## src/rtl/jt12_pkg.sv

```systemverilog
// Shared constants for the FM operator-state RAM: the clear-FSM encoding and
// the default word/address sizes of an operator slot-state bundle.
package jt12_pkg;
   localparam int OP_DW = 44;
   localparam int OP_AW = 5;

   localparam logic [0:0] ST_IDLE  = 1'b0;
   localparam logic [0:0] ST_CLEAR = 1'b1;
endpackage

```

## src/rtl/jt12_opram_clr_if.sv

```systemverilog
// User port of the operator-state RAM: write/read addresses, data and clear
// request in, registered read data and clear-busy flag out.
interface jt12_opram_clr_if
   import jt12_pkg::*;
#(
   parameter int DW = OP_DW,
   parameter int AW = OP_AW
);
   logic          clr;
   logic          we;
   logic [AW-1:0] wr_addr;
   logic [AW-1:0] rd_addr;
   logic [DW-1:0] data;
   logic [DW-1:0] q;
   logic          busy;

   modport master (output clr, we, wr_addr, rd_addr, data, input q, busy);
   modport slave  (input clr, we, wr_addr, rd_addr, data, output q, busy);
endinterface

```

## src/rtl/jt12_dpram_core.sv

```systemverilog
// 1R/1W storage array with registered read port; same-address read-during-write
// returns either the stored word or, when RDW_NEW is set, the incoming data.
module jt12_dpram_core #(
   parameter int DW      = 44,
   parameter int AW      = 5,
   parameter int RDW_NEW = 0
) (
   input  logic          rst,
   input  logic          clk,
   input  logic          cen,
   input  logic          we,
   input  logic [AW-1:0] wr_addr,
   input  logic [AW-1:0] rd_addr,
   input  logic [DW-1:0] data,
   input  logic          q_zero,
   output logic [DW-1:0] q
);
   logic [DW-1:0] mem [0:(2**AW)-1];
   logic          bypass;

   // Bypass is an explicit compare so the policy never depends on the RAM macro.
   assign bypass = (RDW_NEW != 0) && we && (wr_addr == rd_addr);

   always_ff @(posedge clk) begin
      if (cen && we) mem[wr_addr] <= data;
   end

   always_ff @(posedge clk or posedge rst) begin
      if (rst)          q <= '0;
      else if (cen) begin
         if (q_zero)      q <= '0;
         else if (bypass) q <= data;
         else             q <= mem[rd_addr];
      end
   end
endmodule

```

## src/rtl/jt12_opram_clr.sv

```systemverilog
// Operator-state RAM with a zero-fill sequencer that owns the write port while
// clearing, so the core restarts from known state on any reset or clr request.
module jt12_opram_clr
   import jt12_pkg::*;
#(
   parameter int DW       = OP_DW,
   parameter int AW       = OP_AW,
   parameter int RDW_NEW  = 0,
   parameter int INIT_CLR = 1
) (
   input  logic rst,
   input  logic clk,
   input  logic clk_en,
   jt12_opram_clr_if.slave bus
);
   localparam logic [0:0] ST_RST   = (INIT_CLR != 0) ? ST_CLEAR : ST_IDLE;
   localparam logic       BUSY_RST = (INIT_CLR != 0);

   logic [0:0]    state;
   logic [AW-1:0] cnt;
   logic          busy;
   logic          in_clr;
   logic          mem_we;
   logic [AW-1:0] mem_wa;
   logic [DW-1:0] mem_d;

   assign in_clr = (state == ST_CLEAR);

   // Clearing steals the write port; user writes are dropped, not queued.
   always_comb begin
      mem_we = bus.we;
      mem_wa = bus.wr_addr;
      mem_d  = bus.data;
      if (in_clr) begin
         mem_we = 1'b1;
         mem_wa = cnt;
         mem_d  = '0;
      end
   end

   always_ff @(posedge clk or posedge rst) begin
      if (rst) begin
         state <= ST_RST;
         cnt   <= '0;
         busy  <= BUSY_RST;
      end else if (clk_en) begin
         case (state)
            ST_IDLE: if (bus.clr) begin
               state <= ST_CLEAR;
               cnt   <= '0;
               busy  <= 1'b1;
            end
            ST_CLEAR: begin
               cnt <= cnt + AW'(1);
               if (&cnt) begin
                  state <= ST_IDLE;
                  busy  <= 1'b0;
               end
            end
            default: begin
               state <= ST_IDLE;
               busy  <= 1'b0;
            end
         endcase
      end
   end

   assign bus.busy = busy;

   jt12_dpram_core #(.DW(DW), .AW(AW), .RDW_NEW(RDW_NEW)) u_core (
      .rst     (rst),
      .clk     (clk),
      .cen     (clk_en),
      .we      (mem_we),
      .wr_addr (mem_wa),
      .rd_addr (bus.rd_addr),
      .data    (mem_d),
      .q_zero  (in_clr),
      .q       (bus.q)
   );
endmodule

```

## src/flat_wrapper.sv

```systemverilog
// flat-port wrapper written by rule: the top's interface ports become plain ports
module jt12_opram_clr_flat import jt12_pkg::*;
#(
   parameter int DW       = OP_DW,
   parameter int AW       = OP_AW,
   parameter int RDW_NEW  = 0,
   parameter int INIT_CLR = 1
)
  (rst, clk, clk_en, bus_clr, bus_we, bus_wr_addr, bus_rd_addr, bus_data, bus_q, bus_busy);
  jt12_opram_clr_if #(.DW(DW), .AW(AW)) bus_i ();
  input  logic rst;
  input  logic clk;
  input  logic clk_en;
  input wire logic [$bits(bus_i.clr)-1:0] bus_clr;
  input wire logic [$bits(bus_i.we)-1:0] bus_we;
  input wire logic [$bits(bus_i.wr_addr)-1:0] bus_wr_addr;
  input wire logic [$bits(bus_i.rd_addr)-1:0] bus_rd_addr;
  input wire logic [$bits(bus_i.data)-1:0] bus_data;
  output wire logic [$bits(bus_i.q)-1:0] bus_q;
  output wire logic [$bits(bus_i.busy)-1:0] bus_busy;
  assign bus_i.clr = bus_clr;
  assign bus_i.we = bus_we;
  assign bus_i.wr_addr = bus_wr_addr;
  assign bus_i.rd_addr = bus_rd_addr;
  assign bus_i.data = bus_data;
  assign bus_q = bus_i.q;
  assign bus_busy = bus_i.busy;
  jt12_opram_clr #(.DW(DW), .AW(AW), .RDW_NEW(RDW_NEW), .INIT_CLR(INIT_CLR)) u_core (.rst(rst), .clk(clk), .clk_en(clk_en), .bus(bus_i));
endmodule
```

## config.mk

```make
export PLATFORM = sky130hd
export DESIGN_NAME = jt12_opram_clr_flat
export DESIGN_NICKNAME = d
export VERILOG_FILES = /design/src/rtl/jt12_pkg.sv /design/src/rtl/jt12_opram_clr_if.sv /design/src/rtl/jt12_dpram_core.sv /design/src/rtl/jt12_opram_clr.sv /design/src/flat_wrapper.sv
export SDC_FILE = /design/constraint.sdc
export NUM_CORES = 1
export LEC_CHECK = 0
export BUFFER_PORTS_ARGS = -buffer_cell sky130_fd_sc_hd__clkbuf_2
export CAP_MARGIN = 20
export CELL_PAD_IN_SITES_DETAIL_PLACEMENT = 1
export CELL_PAD_IN_SITES_GLOBAL_PLACEMENT = 1
export CORE_UTILIZATION = 30
export DETAILED_ROUTE_END_ITERATION = 8
export PLACE_DENSITY_LB_ADDON = 0.1
export RECOVER_POWER = 25
export SYNTH_ARGS = -nofsm -noshare
export SYNTH_HDL_FRONTEND = slang
export SYNTH_HIERARCHICAL = 1
export SYNTH_SLANG_ARGS = --single-unit
```

## constraint.sdc

```tcl
create_clock -name clk -period 4.3 [get_ports clk]
set_input_delay 0.215 -clock clk [delete_from_list [all_inputs] [get_ports clk]]
set_output_delay 0.215 -clock clk [all_outputs]
set_load 0.1 [all_outputs]
```

==> qor_table.md <==
| Stage | Metric | Value |
|:---|:---|:---|
| outcome | Outcome | finished, violations left |
| outcome | Violated checks | DRC, capacitance limit, slew limit |
| floorplan | Initial Util | 30.2% |
| finish | Number of nets in the finished design | 3,083 |
| worst setup path | Worst reg-to-reg path cell count | 4 |
| worst setup path | Type of the worst setup path | reg -> reg |
| clock tree | Clock-pin slew on the worst setup and hold paths | 0.06 ns |
| worst setup path | Worst EP arrival | 3.80 ns |
| floorplan | IO Pins | 104 |
| worst setup path | Number of cells on the critical path | 4 |
| synthesis | Post-synthesis async set-or-reset flop share | 3.50% |
| sta | Minimum clock period after layout | 3.40 ns |
| grt | Vias in the first global route | 30.9k |
| sta | Setup repair after global routing missed its margin | false |
| floorplan | Core Footprint | 188,000 µm² |
| place | Number of buffers inserted by port buffering | 103 |
| grt | Antenna violations before repair | 9 |
| synthesis | Synth area leader | edfxtp_1 |
| synthesis | Top cells by count, synth | edfxtp_1 (1,408), mux2i_1 (276), mux4_2 (173) |
| sta | Slew headroom | -34.8% |
| sta | Final Skew | 0.0211 ns |
| synthesis | Top cells by area, synth | edfxtp_1 (74%), mux4_2 (6.8%), mux2i_1 (4.9%), mux2_2 (3.3%), dfrtp_1 (2.2%) |
| routing | Detail-routed net length per standard cell | 29.4 µm |
| synthesis | Synthesized netlist cell count | 2,783 |
| worst setup path | Cells along the critical path | mux2_2, or3b_2, nor2_4, buf_4 |
| worst setup path | Worst path top cell family by delay | flip-flops |
| min path | Hold Path Cell Cnt | 3 |
| sta | Highest Clock Rate | 295 MHz |
| clock tree | CTS Root Buffer Type | clkbuf_16 |
| worst setup path | CP peak stage delay | 1.02 ns |
| job | Max Cap Viol | 15 |
| power and ir drop | Lkg Pwr | 0.0218 µW |
| routing | Via total after detailed routing | 28.2k |
| clock tree | Maximum buffer depth of the clock tree | 3 |
| sta | Final setup TNS | 0 ns |
| clock tree | Number of levels the H-tree was split into | 4 |
| grt | Met2 demand-to-capacity share in global routing | 28.5% |
| min path | Class of the tightest hold or removal check | in -> reg |
| routing | Post-DRT Antenna Nets | 0 |
| floorplan | Die W | 438 µm |
| grt | Met3 Resource Use GR | 3.17% |
| worst setup path | Cell at the slowest stage of the critical path | dfstp_1 |
| routing | Via density | 5.00 |
| clock tree | Number of buffers added by the clock tree synthesis step | 160 |
| clock tree | Clock tree from TritonCTS | done |
| worst setup path | Worst Setup End Kind | flip-flop |
| sta | Final Hold Vio Count | 0 |
| synthesis | Number of synthesized register bits | 1,459 |
| routing | Drt pass-1 iters | 7 |
| grt | Global-route layer with the greatest usage | met2 |
| synthesis | Register area share after synthesis | 76.5% |
| worst setup path | Type of element launching the critical path | flip-flop |
| clock tree | Clock insertion delay at the later pin of the skew report | 0.79 ns |
| place | Final weighted congestion in routability-driven placement | 0.712 |
| power and ir drop | Maximum resistive drop on vdd | 0.445 mV |
| floorplan | Number of cell rows | 159 |
| sta | Fraction of the cycle the final worst path needs | 79.0% |
| grt | Global-route wire length before repair | 233,000 µm |
| synthesis | Yosys top cell area share | 74.3% |
| clock tree | Buffer count from post-CTS setup fixing | 0 |
| routing | Initial DRC Count | 2,147 |
| clock tree | Number of instances resized during post-cts repair | 0 |
| routing | Total DRC errors in the routed layout | 3 |
| worst setup path | Bufs and invs on worst path | 1 |
| sta | Final setup violating endpoints | 0 |
| finish | Proportion of layout cells with a drive suffix above 1 | 27.1% |
| grt | Met1 Track Usage GR | 23.3% |
| power and ir drop | Power density over cell area | 514 nW/µm² |
| floorplan | Vertical die dimension | 438 µm |
| synthesis | Synthesis warning total | 6 |
| sta | Worst setup margin | 0.905 ns |
| finish | Area added between synthesis and finish | 16.9% |
| sta | Max-slew violation count | 450 |
| grt | Total Routing Usage GR | 17.3% |
| synthesis | Primary flip-flop cell chosen by synthesis mapping | edfxtp_1 |
| place | HPWL after detailed placement | 89,300 µm |
| synthesis | Avg Inst Size Synth | 20.5 µm² |
| sta | Slew of the pin with the lowest slew margin | 2.01 ns |
| floorplan | Full die area | 191,000 µm² |
| clock tree | Clock tree sinks | 1,459 |
| synthesis | Netlist area before placement | 56,900 µm² |
| grt | Maximum number of pins on one net before global-route repair | 95 |
| worst setup path | Max Fanout on Critical Path | 44 |
| synthesis | Most numerous cell in the Yosys netlist | edfxtp_1 |
| finish | Total inserted antenna cells | 0 |
| synthesis | Number of enable-type register cells in the synthesized netlist | 1,408 |
| worst setup path | Required time at the endpoint of the critical path | 4.70 ns |
| clock tree | Cts-stage hold buffer count | 11 |
| place | DP Worst Slack | 1.17 ns |
| synthesis | Syn nets | 2,844 |
| grt | Aggregate global routing overflow | 0 |
| synthesis | Count of different cell masters after synthesis | 44 |
| routing | WL final | 166,000 µm |
where the power goes:
part / switching (µW) / internal, µW
registers: 275 / 16900
clock network: 5580 / 7490
logic: 2890 / 1070
total: 8750 / 25400
worst register-to-register path, cell delays in order, from the launching register on:
cell	delay, ns
dfstp_1	1.02
mux2_2	0.48
or3b_2	0.64
nor2_4	0.14
buf_4	0.69
sequential cells by signal (all words and copies together) (netlist names):
name / count
u_core/u_core/mem: 1408
u_core/u_core/q: 44
u_core/cnt: 5
u_core/bus.busy: 1
u_core/in_clr: 1
per-stage QoR:
step                hold WS (ns)  total power (µW)  instance area (µm²)  cells  utilization (%)
floorplan                 0.0169             19700                56900   2783                -
global placement           0.165             21400                61400   5329             32.6
detailed placement         0.181             21500                61500   5331             32.7
CTS                     0.000711             34700                66600   5637             35.4
global route              0.0657             35400                66600   5650             35.4
finish                    0.0936             34200                66600   5650             35.4
cell type report:
type | instances | area, µm²
fillers | 18439 | 122000
flip-flops and latches | 1459 | 43600
multi-input cells | 1109 | 12700
clock buffers | 227 | 4430
well taps | 2495 | 3120
repair buffers | 245 | 2080
clock inverters | 68 | 532
inverters | 47 | 178
per-layer routing:
| layer | wire length [µm] | share of wire (%) | vias up |
|---|---|---|---|
| met2 | 80400 | 48 | 596 |
| met3 | 7110 | 4.3 | 217 |
| li1 | - | - | 12023 |
| met5 | 8 | 0.0048 | - |
| met4 | 3970 | 2.4 | 2 |
| met1 | 74500 | 45 | 15411 |
path summary, 6_finish.rpt:
check / from / end / slack, ns
max: u_core/in_clr / u_core/u_core/mem[9][27] / 0.90
min: bus_data[24] / u_core/u_core/mem[18][24] / 0.09
max reg2reg: u_core/in_clr / u_core/u_core/mem[9][27] / 0.90
min reg2reg: u_core/bus.busy / u_core/bus.busy / 0.50
max in group asynchronous: rst / u_core/u_core/q[26] / 2.35
min in group asynchronous: rst / u_core/cnt[0] / 0.47
cells by family (layout without fill, tap and decap cells):
| kind of cell | Yosys count | count (layout) | share of synthesized area, % |
|---|---|---|---|
| multiplexers | 621 | 621 | 15.2 |
| AND/OR/NAND/NOR | 131 | 131 | 1.22 |
| AO/OA/AOI/OAI | 355 | 355 | 5.16 |
| buffers and inverters | 215 | 587 | 1.87 |
| flip-flops | 1459 | 1459 | 76.5 |
| adder cells (fa/ha/maj) | 2 | 2 | 0.0440 |
cell usage in the layout (no fill, tap or decap), types with 19 or more instances in the layout:
cell and instances:
a21oi_1 86, a221oi_1 24, a221oi_2 60, a22o_1 45, buf_12 35, buf_4 61
clkbuf_1 122, clkbuf_16 163, clkbuf_2 51, clkinv_1 20, clkinv_2 29, dfrtp_1 49
edfxtp_1 1408, inv_1 46, mux2_2 169, mux2i_1 276, mux4_2 173, nand2_1 19
nor2_4 33, nor2b_2 23, o221ai_1 40, o22ai_1 84
Power figures use the tool's default switching activity.
